$ cat src/rtl/instr_register_pkg.sv
// rtl/instr_register_pkg.sv - instruction register types shared by the register and its execution sequencer
package instr_register_pkg;

    typedef enum logic [3:0] {
        ZERO  = 4'd0,
        PASSA = 4'd1,
        PASSB = 4'd2,
        ADD   = 4'd3,
        SUB   = 4'd4,
        MULT  = 4'd5,
        DIV   = 4'd6,
        MOD   = 4'd7
    } opcode_t;

    typedef logic signed [31:0] operand_t;
    typedef logic signed [63:0] result_t;
    typedef logic [4:0]         address_t;

    typedef struct packed {
        opcode_t  opc;
        operand_t op_a;
        operand_t op_b;
        result_t  result;
    } instruction_t;

    typedef enum logic [2:0] {
        IDLE  = 3'd0,
        FETCH = 3'd1,
        EXEC  = 3'd2,
        DIVW  = 3'd3,
        OUT   = 3'd4,
        DONE  = 3'd5
    } exec_state_t;

    localparam int DIV_CYCLES = 32;

endpackage

$ cat src/rtl/instr_exec_div.sv
// rtl/instr_exec_div.sv - restoring signed divider on magnitudes, one quotient bit per cycle
module instr_exec_div #(
    parameter int STEPS = 32
) (
    input  logic               clk,
    input  logic               reset_n,
    input  logic               start,
    input  logic signed [31:0] dividend,
    input  logic signed [31:0] divisor,
    output logic               done,
    output logic signed [63:0] quotient,
    output logic signed [63:0] remainder
);

    localparam int CW = $clog2(STEPS + 1);

    logic [31:0]   rem, quo, dvs;
    logic [31:0]   abs_a, abs_b;
    logic [31:0]   src_rem, src_quo, src_dvs;
    logic [31:0]   rem_nxt, quo_nxt;
    logic [32:0]   shifted, diff;
    logic [63:0]   q_mag, r_mag;
    logic          neg_q, neg_r, running;
    logic [CW-1:0] cnt;

    assign abs_a = dividend[31] ? (~dividend + 32'd1) : dividend;
    assign abs_b = divisor[31]  ? (~divisor + 32'd1)  : divisor;

    // The first step runs in the start cycle straight from the operands,
    // so the result is registered after exactly STEPS edges.
    always_comb begin
        src_rem = start ? 32'd0 : rem;
        src_quo = start ? abs_a : quo;
        src_dvs = start ? abs_b : dvs;
        shifted = {src_rem, src_quo[31]};
        diff    = shifted - {1'b0, src_dvs};
        rem_nxt = shifted[31:0];
        quo_nxt = {src_quo[30:0], 1'b0};
        if (shifted >= {1'b0, src_dvs}) begin
            rem_nxt = diff[31:0];
            quo_nxt = {src_quo[30:0], 1'b1};
        end
    end

    always_ff @(posedge clk or negedge reset_n) begin
        if (!reset_n) begin
            rem     <= '0;
            quo     <= '0;
            dvs     <= '0;
            neg_q   <= 1'b0;
            neg_r   <= 1'b0;
            running <= 1'b0;
            cnt     <= '0;
            done    <= 1'b0;
        end else begin
            done <= 1'b0;
            if (start) begin
                rem     <= rem_nxt;
                quo     <= quo_nxt;
                dvs     <= abs_b;
                neg_q   <= dividend[31] ^ divisor[31];
                neg_r   <= dividend[31];
                cnt     <= CW'(1);
                running <= 1'b1;
            end else if (running) begin
                rem <= rem_nxt;
                quo <= quo_nxt;
                cnt <= cnt + CW'(1);
                if (cnt == CW'(STEPS - 1)) begin
                    running <= 1'b0;
                    done    <= 1'b1;
                end
            end
        end
    end

    assign q_mag     = {32'd0, quo};
    assign r_mag     = {32'd0, rem};
    assign quotient  = neg_q ? (~q_mag + 64'd1) : q_mag;
    assign remainder = neg_r ? (~r_mag + 64'd1) : r_mag;

endmodule

$ cat src/rtl/instr_exec_seq.sv
// rtl/instr_exec_seq.sv - walks a register address range, executes each instruction, streams results
module instr_exec_seq
    import instr_register_pkg::*;
#(
    parameter int DIV_CYCLES = instr_register_pkg::DIV_CYCLES
) (
    input  logic         clk,
    input  logic         reset_n,
    input  logic         start,
    input  address_t     first_addr,
    input  address_t     last_addr,
    output address_t     read_pointer,
    input  instruction_t instruction_word,
    output logic         result_valid,
    input  logic         result_ready,
    output result_t      result,
    output address_t     result_addr,
    output opcode_t      result_opc,
    output logic         result_err,
    output logic         busy,
    output logic         done
);

    exec_state_t state;
    address_t    ptr, last;
    opcode_t     opc;
    operand_t    op_a, op_b;
    result_t     a64, b64, alu_res, div_q, div_r;
    logic        alu_err, is_div, div_zero, div_start, div_done;
    logic        unused_result_field;

    assign unused_result_field = ^instruction_word.result;

    assign a64       = {{32{op_a[31]}}, op_a};
    assign b64       = {{32{op_b[31]}}, op_b};
    assign is_div    = (opc == DIV) || (opc == MOD);
    assign div_zero  = (op_b == '0);
    assign div_start = (state == EXEC) && is_div && !div_zero;

    always_comb begin
        alu_res = '0;
        alu_err = 1'b0;
        case (opc)
            ZERO:     alu_res = '0;
            PASSA:    alu_res = a64;
            PASSB:    alu_res = b64;
            ADD:      alu_res = a64 + b64;
            SUB:      alu_res = a64 - b64;
            MULT:     alu_res = a64 * b64;
            // Only the divide-by-zero case reaches the ALU result path.
            DIV, MOD: alu_err = 1'b1;
            default:  alu_err = 1'b1;
        endcase
    end

    instr_exec_div #(
        .STEPS(DIV_CYCLES)
    ) u_div (
        .clk      (clk),
        .reset_n  (reset_n),
        .start    (div_start),
        .dividend (op_a),
        .divisor  (op_b),
        .done     (div_done),
        .quotient (div_q),
        .remainder(div_r)
    );

    always_ff @(posedge clk or negedge reset_n) begin
        if (!reset_n) begin
            state        <= IDLE;
            ptr          <= '0;
            last         <= '0;
            opc          <= ZERO;
            op_a         <= '0;
            op_b         <= '0;
            read_pointer <= '0;
            result_valid <= 1'b0;
            result       <= '0;
            result_addr  <= '0;
            result_opc   <= ZERO;
            result_err   <= 1'b0;
            busy         <= 1'b0;
            done         <= 1'b0;
        end else begin
            done <= 1'b0;
            case (state)
                IDLE: begin
                    if (start) begin
                        ptr          <= first_addr;
                        last         <= last_addr;
                        read_pointer <= first_addr;
                        busy         <= 1'b1;
                        state        <= FETCH;
                    end
                end
                FETCH: begin
                    opc   <= instruction_word.opc;
                    op_a  <= instruction_word.op_a;
                    op_b  <= instruction_word.op_b;
                    state <= EXEC;
                end
                EXEC: begin
                    if (is_div && !div_zero) begin
                        state <= DIVW;
                    end else begin
                        result       <= alu_res;
                        result_err   <= alu_err;
                        result_addr  <= ptr;
                        result_opc   <= opc;
                        result_valid <= 1'b1;
                        state        <= OUT;
                    end
                end
                DIVW: begin
                    if (div_done) begin
                        result       <= (opc == MOD) ? div_r : div_q;
                        result_err   <= 1'b0;
                        result_addr  <= ptr;
                        result_opc   <= opc;
                        result_valid <= 1'b1;
                        state        <= OUT;
                    end
                end
                OUT: begin
                    if (result_ready) begin
                        result_valid <= 1'b0;
                        if (ptr == last) begin
                            done  <= 1'b1;
                            state <= DONE;
                        end else begin
                            ptr          <= ptr + address_t'(1);
                            read_pointer <= ptr + address_t'(1);
                            state        <= FETCH;
                        end
                    end
                end
                DONE: begin
                    busy  <= 1'b0;
                    state <= IDLE;
                end
                default: state <= IDLE;
            endcase
        end
    end

endmodule
$ cat config.mk
export PLATFORM = sky130hd
export DESIGN_NAME = instr_exec_seq
export DESIGN_NICKNAME = d
export VERILOG_FILES = /design/src/rtl/instr_register_pkg.sv /design/src/rtl/instr_exec_div.sv /design/src/rtl/instr_exec_seq.sv
export SDC_FILE = /design/constraint.sdc
export NUM_CORES = 2
export LEC_CHECK = 0
export ABC_AREA = 1
export BUFFER_PORTS_ARGS = -buffer_cell sky130_fd_sc_hd__buf_2
export CAP_MARGIN = 5
export CORE_ASPECT_RATIO = 0.75
export CORE_MARGIN = 4
export CORE_UTILIZATION = 56
export DETAILED_ROUTE_END_ITERATION = 16
export PLACE_DENSITY = 0.82
export SLEW_MARGIN = 10
export SYNTH_ARGS = -nofsm -noshare
export SYNTH_HDL_FRONTEND = slang
export SYNTH_SLANG_ARGS = --single-unit
export TNS_END_PERCENT = 5
$ cat constraint.sdc
create_clock -name clk -period 11.8 [get_ports clk]
set_clock_uncertainty 0.2 [all_clocks]
set_input_delay 1.18 -clock clk [delete_from_list [all_inputs] [get_ports clk]]
set_output_delay 1.18 -clock clk [all_outputs]
set_load 0.005 [all_outputs]
==> impl_metrics.py <==
metrics = {
    "sta": {
        "rsz0062_at_grt": "no",
        "hold_ws_ns": 0.277,
        "worst_pin_slew_ns": 1.33,
        "fin_ws_ns": 1.95,
        "period_share": 0.835,
        "max-slew-margin-rel": 0.114,
        "final_max_slew_viol_count": 0,
        "fin_tns_setup_ns": 0,
        "max_freq_mhz": 102,
        "setup_viol": 0,
        "finalHoldViolCount": 0,
        "period_needed_ns": 9.85,
    },
    "yosys": {
        "synth-seq-cells": 264,
        "synth_edf_count": 0,
        "synthArstFlopShare": 1.00,
        "synth_ff_type": "dfrtp_1",
        "yosysUniqueCellTypes": 59,
        "yosysTopAreaCellShare": 0.351,
        "yosys.area.top_type": "fa_1",
        "ys_top_cells_by_area": "fa_1 35%, nand2_1 15%, inv_1 13%",
        "synth.cell_area_um2": 61800,
        "synth_cells": 8727,
        "synth_most_common_cell": "nand2_1",
        "yosysSeqAreaShare": 0.107,
        "syn-num-nets": 10200,
        "avgSynthCellArea_um2": 7.09,
        "synthTopCellsByCount": "2434 x nand2_1, 2096 x inv_1, 1085 x fa_1, 563 x nor2_1, 408 x nand3_1",
        "synth_warnings": 0,
    },
    "cells_and_area": {
        "drive_gt1_frac": 0.0512,
        "final_nets": 10200,
        "seqCellArea_um2": 6610,
        "post-route-util": 0.591,
        "multi_input_area_um2": 45600,
        "n_fill_cell": 10200,
        "syn2layout_area_growth_pct": 4.66,
    },
    "setup_path": {
        "crit_type": "reg2reg",
        "critPathLaunchType": "flip-flop",
        "cpPeakStageDelay_ns": 1.22,
        "cp.arrival_ns": 10.17,
        "endpoint_kind": "flip-flop",
        "cp_slowest_cell": "dfrtp_1",
        "worst_ep_required_time_ns": 12.11,
        "crit_fanout": 12,
    },
    "clock_tree": {
        "insertion_delay_ns": 0.61,
        "cts_resized": 0,
        "htreeDepth": 1,
        "post-cts-setup-buffers": 0,
        "cts_buffers": 28,
        "cts_tree": "yes",
        "hold_buffers": 0,
        "cts.sinks": 264,
        "path_clk_slew_ns": 0.07,
        "cts_root_buf": "clkbuf_16",
        "clockBufferDepth": 3,
    },
    "routing": {
        "routed_via_density": 5.86,
        "wl_um": 256000,
        "post_drt_wl_per_cell_um": 25.3,
        "drt_iter0_markers": 8376,
        "dr.pass1.iters": 9,
        "vias": 59300,
        "ant_nets": 0,
        "drc": 0,
    },
    "placed_design": {
        "io_buffers": 163,
        "post-place-ws_ns": 2.34,
        "routabilityCongestion": 1.10,
        "hpwl_um": 212000,
    },
    "floorplan": {
        "ios": 228,
        "dieArea_um2": 116000,
        "start_util": 0.565,
        "coreArea_um2": 109000,
        "dieHeight_um": 296,
        "die_width_um": 392,
        "core.rowCount": 105,
    },
    "grt": {
        "overflow": 0,
        "grt_max_degree": 86,
        "grt_pass1_vias": 57800,
        "grt_pass1_wl_um": 378000,
        "grt_usage": 0.444,
        "antenna_found_initial": 8,
    },
    "outcome": {
        "status": "completed",
    },
    "job": {
        "cap_violations": 0,
    },
    "hold_path": {
        "hold_path_class": "reg2reg",
    },
}
==> cell usage in the layout (no fill, tap or decap), types with 14 or more instances in the layout <==
cell type,n
o21ai_0,256
fa_1,1085
dfrtp_1,261
ha_1,289
xor2_1,79
o21bai_1,35
buf_2,162
o21ai_1,23
nand3b_1,24
nor4_1,19
inv_1,2096
nand3_1,407
nand2_1,2434
nor3_1,69
clkbuf_16,29
buf_4,117
o22ai_1,23
inv_2,32
a21oi_1,376
nand4_1,88
nor2_1,563
nor2_2,15
a31oi_1,14
==> per-layer routing <==
layer	track usage	vias to the layer above	routed length, um
li1	-	25500	-
met1	0.650	28700	105000
met2	0.563	4414	93900
met3	0.228	623	47000
met4	0.132	8	10000
met5	0.0137	-	251
==> cell families (layout without fill, tap and decap cells) <==
| logic type | Yosys count | count (layout) | share of synthesized area |
|---|---|---|---|
| mux | 7 | 7 | 0.00127 |
| buf+inv | 2532 | 2469 | 0.157 |
| fa+ha+maj | 1374 | 1374 | 0.410 |
| flops | 264 | 264 | 0.107 |
| simple gates | 3675 | 3675 | 0.244 |
| compound gates | 783 | 783 | 0.0686 |
| other cells | 0 | 4 | 0 |
| xor+xnor | 92 | 92 | 0.0130 |
==> worst max-delay path, delay by kind of cell (launching register included) <==
| kind | cells | cell delay [ns] |
|---|---|---|
| compound gates | 1 | 0.14 |
| fa+ha+maj | 9 | 5.06 |
| buf+inv | 8 | 1.50 |
| flops | 1 | 1.22 |
| simple gates | 11 | 1.59 |
==> state kept, by name, indices dropped and copies added (netlist names), 3 cells and up <==
register and count:
last 5, op_a 32, op_b 32, opc 4, ptr 5, result 64, result_addr 5, result_opc 4
state 3, u_div.cnt 6, u_div.dvs 32, u_div.quo 32, u_div.rem 32
==> per-stage QoR <==
stage | instance area [um2] | cells
detailed placement | 63800 | 10100
global route | 64700 | 10100
floorplan | 61800 | 8727
finish | 64700 | 10100
CTS | 64700 | 10100
global placement | 63800 | 10100
==> area by class of cell <==
| class | instances | area share |
|---|---|---|
| clock inverters | 13 | 0.00191 |
| flip-flops and latches | 264 | 0.102 |
| inverters | 2135 | 0.124 |
| multi-input cells | 5931 | 0.704 |
| repair buffers | 284 | 0.0276 |
| well taps | 1444 | 0.0279 |
| diodes | 4 | 0.000155 |
| clock buffers | 37 | 0.0124 |
==> worst paths after layout <==
path	start	endpoint	slack [ns]	depth (start not counted)
max in group asynchronous	reset_n	op_b[29]	8.84	3
min in group asynchronous	reset_n	ptr[0]	0.39	1
min	result_addr[2]	result_addr[2]	0.28	2
min reg2reg	result_addr[2]	result_addr[2]	0.28	2
max	op_b[6]	result[53]	1.95	29
max reg2reg	op_b[6]	result[53]	1.95	29
Power is left out: the tool's default activity adds up to more than one toggle a clock period on the data nets, which glitch-free logic cannot reach.
